File: config.mk
export PLATFORM = sky130hd
export DESIGN_NAME = text_console_writer
export DESIGN_NICKNAME = d
export VERILOG_FILES = /design/src/rtl/console_pkg.sv /design/src/rtl/console_fill_engine.sv /design/src/rtl/text_console_writer.sv
export SDC_FILE = /design/constraint.sdc
export NUM_CORES = 1
export LEC_CHECK = 0
export CORE_MARGIN = 2
export CORE_UTILIZATION = 55
export CTS_CLUSTER_DIAMETER = 100
export CTS_CLUSTER_SIZE = 10
export DETAILED_ROUTE_END_ITERATION = 7
export DONT_BUFFER_PORTS = 1
export PLACE_DENSITY = 0.68
export SYNTH_ARGS = -nofsm -noshare
export SYNTH_HDL_FRONTEND = slang
export SYNTH_SLANG_ARGS = --single-unit
File: constraint.sdc
create_clock -name clk25mhz -period 3.7 [get_ports clk25mhz]
set_input_delay 0.925 -clock clk25mhz [delete_from_list [all_inputs] [get_ports clk25mhz]]
set_output_delay 0.925 -clock clk25mhz [all_outputs]
set_load 0.01 [all_outputs]
File: src/rtl/console_pkg.sv
// Shared constants, control codes and types for the text-console writer.
package console_pkg;

    localparam int unsigned COLS   = 80;
    localparam int unsigned ROWS   = 34;
    localparam int unsigned CELLS  = COLS * ROWS;
    localparam int unsigned ADDR_W = 12;
    localparam int unsigned COL_W  = 7;
    localparam int unsigned ROW_W  = 6;

    localparam logic [7:0] BLANK = 8'h20;

    localparam logic [6:0] CC_BS = 7'h08;
    localparam logic [6:0] CC_LF = 7'h0A;
    localparam logic [6:0] CC_FF = 7'h0C;
    localparam logic [6:0] CC_CR = 7'h0D;

    typedef enum logic [1:0] {
        ST_IDLE   = 2'd0,
        ST_CLEAR  = 2'd1,
        ST_CLRROW = 2'd2
    } state_e;

    // One write into the character buffer.
    typedef struct packed {
        logic [ADDR_W-1:0] addr;
        logic [7:0]        data;
    } wr_s;

    function automatic logic is_printable(input logic [6:0] code);
        return (code >= 7'h20) && (code <= 7'h7E);
    endfunction

endpackage

File: src/rtl/console_fill_engine.sv
// Sequential address generator for runs of BLANK writes (full clear or one row).
module console_fill_engine
    import console_pkg::*;
(
    input  logic              clk25mhz,
    input  logic              rst_n,
    input  logic              start_i,
    input  logic [ADDR_W-1:0] start_addr_i,
    input  logic [ADDR_W-1:0] count_i,
    output logic              we_c,
    output logic [ADDR_W-1:0] addr_c,
    output logic              last_c
);

    logic              active_q, active_d;
    logic [ADDR_W-1:0] ptr_q, ptr_d;
    logic [ADDR_W-1:0] remain_q, remain_d;

    always_ff @(posedge clk25mhz or negedge rst_n) begin
        if (!rst_n) begin
            active_q <= 1'b0;
            ptr_q    <= '0;
            remain_q <= '0;
        end else begin
            active_q <= active_d;
            ptr_q    <= ptr_d;
            remain_q <= remain_d;
        end
    end

    // remain_q counts writes still to go after the current one.
    always_comb begin
        active_d = active_q;
        ptr_d    = ptr_q;
        remain_d = remain_q;
        if (start_i) begin
            active_d = 1'b1;
            ptr_d    = start_addr_i;
            remain_d = count_i - ADDR_W'(1);
        end else if (active_q) begin
            if (remain_q == '0) begin
                active_d = 1'b0;
            end else begin
                ptr_d    = ptr_q + ADDR_W'(1);
                remain_d = remain_q - ADDR_W'(1);
            end
        end
    end

    assign we_c   = active_q;
    assign addr_c = ptr_q;
    assign last_c = active_q && (remain_q == '0);

endmodule

File: src/rtl/text_console_writer.sv
// Writer side of the 80x34 text buffer: byte stream in, cursor-tracked buffer writes out.
module text_console_writer
    import console_pkg::*;
(
    input  logic              clk25mhz,
    input  logic              rst_n,
    input  logic [7:0]        char_in,
    input  logic              emph_in,
    input  logic              char_valid,
    output logic              char_ready,
    input  logic              clear_req,
    output logic              ram_we,
    output logic [ADDR_W-1:0] ram_waddr,
    output logic [7:0]        ram_wdata,
    output logic [COL_W-1:0]  cursor_col,
    output logic [ROW_W-1:0]  cursor_row,
    output logic              busy
);

    state_e            state_q, state_d;
    logic              run_q;
    logic [COL_W-1:0]  col_q, col_d;
    logic [ROW_W-1:0]  row_q, row_d;
    logic [ADDR_W-1:0] base_q, base_d;
    logic [ADDR_W-1:0] cur_q, cur_d;
    wr_s               wr_q, wr_d;
    logic              we_q, we_d;
    logic              last_q, last_d;

    logic              fill_start;
    logic [ADDR_W-1:0] fill_addr;
    logic [ADDR_W-1:0] fill_count;
    logic              fill_we_c;
    logic [ADDR_W-1:0] fill_addr_c;
    logic              fill_last_c;

    logic              accept;
    logic              do_clear;
    logic              do_advance;
    logic [6:0]        code;

    console_fill_engine u_fill (
        .clk25mhz     (clk25mhz),
        .rst_n        (rst_n),
        .start_i      (fill_start),
        .start_addr_i (fill_addr),
        .count_i      (fill_count),
        .we_c         (fill_we_c),
        .addr_c       (fill_addr_c),
        .last_c       (fill_last_c)
    );

    // run_q holds char_ready low until the first edge after reset release.
    always_ff @(posedge clk25mhz or negedge rst_n) begin
        if (!rst_n) begin
            state_q <= ST_IDLE;
            run_q   <= 1'b0;
            col_q   <= '0;
            row_q   <= '0;
            base_q  <= '0;
            cur_q   <= '0;
            wr_q    <= '0;
            we_q    <= 1'b0;
            last_q  <= 1'b0;
        end else begin
            state_q <= state_d;
            run_q   <= 1'b1;
            col_q   <= col_d;
            row_q   <= row_d;
            base_q  <= base_d;
            cur_q   <= cur_d;
            wr_q    <= wr_d;
            we_q    <= we_d;
            last_q  <= last_d;
        end
    end

    assign char_ready = run_q && (state_q == ST_IDLE) && !clear_req;
    assign accept     = char_valid && char_ready;
    assign code       = char_in[6:0];

    always_comb begin
        state_d    = state_q;
        col_d      = col_q;
        row_d      = row_q;
        base_d     = base_q;
        cur_d      = cur_q;
        wr_d       = wr_q;
        we_d       = 1'b0;
        last_d     = 1'b0;
        fill_start = 1'b0;
        fill_addr  = '0;
        fill_count = ADDR_W'(COLS);
        do_clear   = 1'b0;
        do_advance = 1'b0;

        case (state_q)
            ST_IDLE: begin
                if (run_q && clear_req) begin
                    do_clear = 1'b1;
                end else if (accept) begin
                    if (is_printable(code)) begin
                        we_d    = 1'b1;
                        wr_d    = '{addr: cur_q, data: {emph_in, code}};
                        if (col_q == COL_W'(COLS - 1)) begin
                            do_advance = 1'b1;
                        end else begin
                            col_d = col_q + COL_W'(1);
                            cur_d = cur_q + ADDR_W'(1);
                        end
                    end else begin
                        case (code)
                            CC_CR: begin
                                col_d = '0;
                                cur_d = base_q;
                            end
                            CC_LF: do_advance = 1'b1;
                            CC_FF: do_clear   = 1'b1;
                            CC_BS: begin
                                if (col_q != '0) begin
                                    col_d = col_q - COL_W'(1);
                                    cur_d = cur_q - ADDR_W'(1);
                                    we_d  = 1'b1;
                                    wr_d  = '{addr: cur_q - ADDR_W'(1), data: BLANK};
                                end
                            end
                            default: ;
                        endcase
                    end
                end
            end
            ST_CLEAR, ST_CLRROW: begin
                if (fill_we_c) begin
                    we_d   = 1'b1;
                    wr_d   = '{addr: fill_addr_c, data: BLANK};
                    last_d = fill_last_c;
                end
                // Leave only once the final fill write has been presented.
                if (last_q) begin
                    state_d = ST_IDLE;
                end
            end
            default: state_d = ST_IDLE;
        endcase

        if (do_clear) begin
            state_d    = ST_CLEAR;
            fill_start = 1'b1;
            fill_addr  = '0;
            fill_count = ADDR_W'(CELLS);
            col_d      = '0;
            row_d      = '0;
            base_d     = '0;
            cur_d      = '0;
        end

        // Every newly entered row is blanked before more text lands on it.
        if (do_advance) begin
            col_d = '0;
            if (row_q == ROW_W'(ROWS - 1)) begin
                row_d  = '0;
                base_d = '0;
            end else begin
                row_d  = row_q + ROW_W'(1);
                base_d = base_q + ADDR_W'(COLS);
            end
            cur_d      = base_d;
            state_d    = ST_CLRROW;
            fill_start = 1'b1;
            fill_addr  = base_d;
            fill_count = ADDR_W'(COLS);
        end
    end

    assign ram_we     = we_q;
    assign ram_waddr  = wr_q.addr;
    assign ram_wdata  = wr_q.data;
    assign cursor_col = col_q;
    assign cursor_row = row_q;
    assign busy       = (state_q != ST_IDLE);

endmodule
==> results.txt <==
----------------------------------------------------
[Yosys]
  Biggest area contributors in the synthesized netlist ... sky130_fd_sc_hd__dfrtp_1 40%, sky130_fd_sc_hd__nand2_1 6.1%, sky130_fd_sc_hd__o21ai_0 5.1%
  Post-synth EDFFs ... 0
  Synth async-reset ratio ... between 90% and 100%
  Syn_area_per_cell ... 8.73 sq um
  Most area-hungry cell type in the Yosys netlist ... sky130_fd_sc_hd__dfrtp_1
  Distinct cell type count of the synthesized netlist ... 77
  Gate Count Post-Synth ... ~630
  Synthesis-stage register bit count ... between 80 and 90
  Yosys warns ... 0
  Top FF cell, synth ... sky130_fd_sc_hd__dfrtp_1
  Net count after synthesis ... approximately 650
  Commonest cells in the netlist ... 88 x sky130_fd_sc_hd__nand2_1, 87 x sky130_fd_sc_hd__dfrtp_1, 56 x sky130_fd_sc_hd__o21ai_0
  Sequential share of the synthesized area ... approximately 40%
  Area fraction of the dominant cell type after synthesis ... between 30% and 40%
  Syn Std Cell Area ... 5460 sq um
  Cell with the most instances after synthesis ... sky130_fd_sc_hd__nand2_1

[Floorplan]
  Die X ... 104 microns
  Area of the core ... a little under 10000 sq um
  Chip Height ... about 100 microns
  Row count ... 36
  Number of top-level pins ... between 40 and 50
  Initial Utilization ... ~56%
  Die area ... 10700 sq um

[Drt]
  Vias after detailed routing ... just under 5000
  Count of nets left with antenna violations after detail routing ... 0
  Number of remaining DRC errors ... 0
  First-pass detailed-route iteration total ... 6
  Wirelength per Cell ... just under 20 microns
  Iteration-0 DRC Markers ... around 410
  Routed wire length ... between 10000 and 15000 microns
  Vias per std cell ... 6.39

[CTS]
  Count of clock tree sinks ... 87
  H-tree levels ... 3
  Setup repair bufs after CTS ... 0
  Root buf cell ... sky130_fd_sc_hd__clkbuf_8
  CTS buffer count ... 9
  Source-to-sink clock delay at the later pin of the worst-skew pair ... ~370 ps
  Hold Buf Count CTS ... 0
  CTS tree ... done
  Clk buf depth ... 2
  Number of resized instances in the post-cts repair step ... 0
  Register clock-pin slew on the reported worst setup and hold paths ... roughly 90 ps

[Power and ir drop]
  Fraction of power consumed by combinational cells ... a little under two fifths
  Clk network pwr share ... 17.1%
  Power dissipated by switching net loads ... 1.51 mW
  Total power divided by cell area ... about 620 nW/um^2
  Switching Share ... between 40% and 50%
  Worst IR drop on VDD ... about 0.24 mV
  Internal Pwr Total ... about 2.1 mW
  Leak ... approximately 2.5 nW
  Relative contribution of sequential cells to total power ... between 40% and 50%

[STA]
  Setup TNS ... 0 ps
  Final Hold Slack ... 246 ps
  Number of failing hold endpoints at the final stage ... 0
  Total of endpoints with negative setup slack in the final report ... 0
  Post-Route Skew ... 13.1 ps
  Slew @ Worst Pin ... 738 ps
  Unrepaired setup endpoints after global routing ... no
  Max transition margin ... 50.5%
  Share of the clock period used by the worst path after layout ... a little over four fifths
  Achievable Freq ... roughly 320 MHz
  Final count of pins violating max slew ... 0
  Tmin final ... between 3000 and 4000 ps

[Outcome]
  Run status ... finished, final reports clean

[GRT]
  GR met3 Demand/Resource ... between 5 and 6%
  Total global routing overflow ... 0
  Layer with the highest usage after global routing ... met2
  Via count of the first global-routing pass ... around 4600
  Number of antenna violations at the first check in global routing ... 0
  Global-route wire length before repair ... 24100 microns
  Global Route met2 Usage ... ~45%
  GRT Resource Usage Total ... 28.0%
  Maximum number of pins on one net before global-route repair ... 88
  Met1 usage ... about 39%

[Place]
  Final weighted congestion in routability-driven placement ... between 0.8 and 0.9
  Detailed Place HPWL ... 10300 microns
  IO buf count ... 0

[Final layout]
  Fraction of final layout cells sized beyond drive strength 1 ... 11.4%
  Number of filler cells placed in the layout ... around 850
  Antenna Cells ... 0
  Register area ... approximately 2200 sq um
  Nets ... roughly 640
  Area taken by multi-input logic gates ... ~3000 sq um
  Area growth from synthesis to layout ... 5.48%

[Critical path]
  Worst Setup End Kind ... register
  Reg-to-reg setup timing slack ... about 650 ps
  Type of origin of the critical path ... input port
  Launching point of the worst reg2reg path ... state_q[0]
  Worst Reg-to-Reg Cells ... 11
  Reg2reg end ... u_fill.remain_q[10]
  Type of the worst setup path ... in -> reg
  Data required, critical path ... 3990 ps
  Critical-path maximum fanout ... 10
  Arrival time of the worst setup path ... roughly 3400 ps

[Worst hold path]
  Hold Path Class ... in -> async

[Flow run]
  Total of max-cap violations ... 0

----------------------------------------------------
==> power by group through the flow <==
stage                     Sequential (mW)  Clock (mW)  Combinational [mW]
after detailed placement             1.64           0                1.33
after global placement               1.62           0                1.30
after floorplan                      1.47           0                1.16
after CTS                            1.62       0.622                1.34
after global routing                 1.67       0.665                1.52
final                                1.62       0.612                1.35
==> flip-flops by register name, summed over array words and instances (netlist names) <==
name / cells
base_q: 12
cur_q: 12
ram_waddr: 12
u_fill.addr_c: 12
u_fill.remain_q: 12
ram_wdata: 8
cursor_col: 7
cursor_row: 6
state_q: 2
last_q: 1
ram_we: 1
run_q: 1
u_fill.we_c: 1
==> critical path, stage by stage <==
cell and delay (ps):
sky130_fd_sc_hd__or4_1 540, sky130_fd_sc_hd__or4_4 450, sky130_fd_sc_hd__o31ai_2 100, sky130_fd_sc_hd__nor2_2 170, sky130_fd_sc_hd__nand2_1 110, sky130_fd_sc_hd__ha_1 250, sky130_fd_sc_hd__o2111ai_1 230, sky130_fd_sc_hd__or3_2 460
sky130_fd_sc_hd__a21oi_1 140
==> per-stage QoR <==
step	worst slack, ps	utilization (%)	std cells	cell area, sq um	power (mW)
3_5_place_dp	224	57.7	739	5580	2.97
6_report	601	59.5	754	5760	3.59
5_1_grt	460	59.5	754	5760	3.86
2_1_floorplan	87.5	-	625	5460	2.63
3_3_place_gp	281	57.7	739	5580	2.92
4_1_cts	609	59.5	754	5760	3.58
==> worst max path at each step <==
stage / start / slack [ps] / depth (start not counted) / to
detailed placement: char_in[0] / 220 / 9 / u_fill.remain_q[10]
floorplan: char_in[0] / 90 / 10 / u_fill.remain_q[10]
global route: state_q[0] / 460 / 11 / u_fill.remain_q[10]
global placement: char_in[0] / 280 / 9 / u_fill.remain_q[10]
finish: char_in[0] / 600 / 9 / u_fill.remain_q[10]
CTS: char_in[0] / 610 / 9 / u_fill.remain_q[10]
==> kinds of logic (layout without fill, tap and decap cells) <==
logic type               after synthesis  count (layout)  synth area share [%]
flip-flops                            87              87                  39.9
AND/OR/NAND/NOR                      236             236                  21.3
adder cells (fa/ha/maj)               11              11                  2.52
other                                  1               1                0.0687
buffers and inverters                 58              54                  5.13
XOR/XNOR                              30              30                  4.81
multiplexers                          20              20                  4.08
AO/OA/AOI/OAI                        182             182                  22.2
==> area by class of cell <==
type	count	share of cell area [%]
multi-input cells	480	52.3
flip-flops and latches	87	37.8
well taps	133	2.89
repair buffers	21	2.74
clock buffers	12	2.69
inverters	18	1.22
clock inverters	3	0.326
==> per-layer routing <==
metal  share of wire (%)  routed length (microns)
met3                 7.6                     1100
met4                 1.1                      161
met2                  45                     6560
met5                   0                        0
met1                  46                     6670
==> cell usage in the layout (no fill, tap or decap), types with 8 or more instances in the layout <==
master and n:
sky130_fd_sc_hd__a21oi_1 30, sky130_fd_sc_hd__and3_1 8, sky130_fd_sc_hd__buf_4 21, sky130_fd_sc_hd__clkbuf_8 11
sky130_fd_sc_hd__dfrtp_1 87, sky130_fd_sc_hd__ha_1 11, sky130_fd_sc_hd__inv_1 17, sky130_fd_sc_hd__mux2_2 8
sky130_fd_sc_hd__mux2i_1 11, sky130_fd_sc_hd__nand2_1 88, sky130_fd_sc_hd__nand3_1 24, sky130_fd_sc_hd__nor2_1 44
sky130_fd_sc_hd__nor3_1 14, sky130_fd_sc_hd__nor4_1 11, sky130_fd_sc_hd__o21ai_0 56, sky130_fd_sc_hd__o22ai_1 8
sky130_fd_sc_hd__o31ai_1 8, sky130_fd_sc_hd__xnor2_1 20, sky130_fd_sc_hd__xor2_1 10
Power figures use the tool's default switching activity.
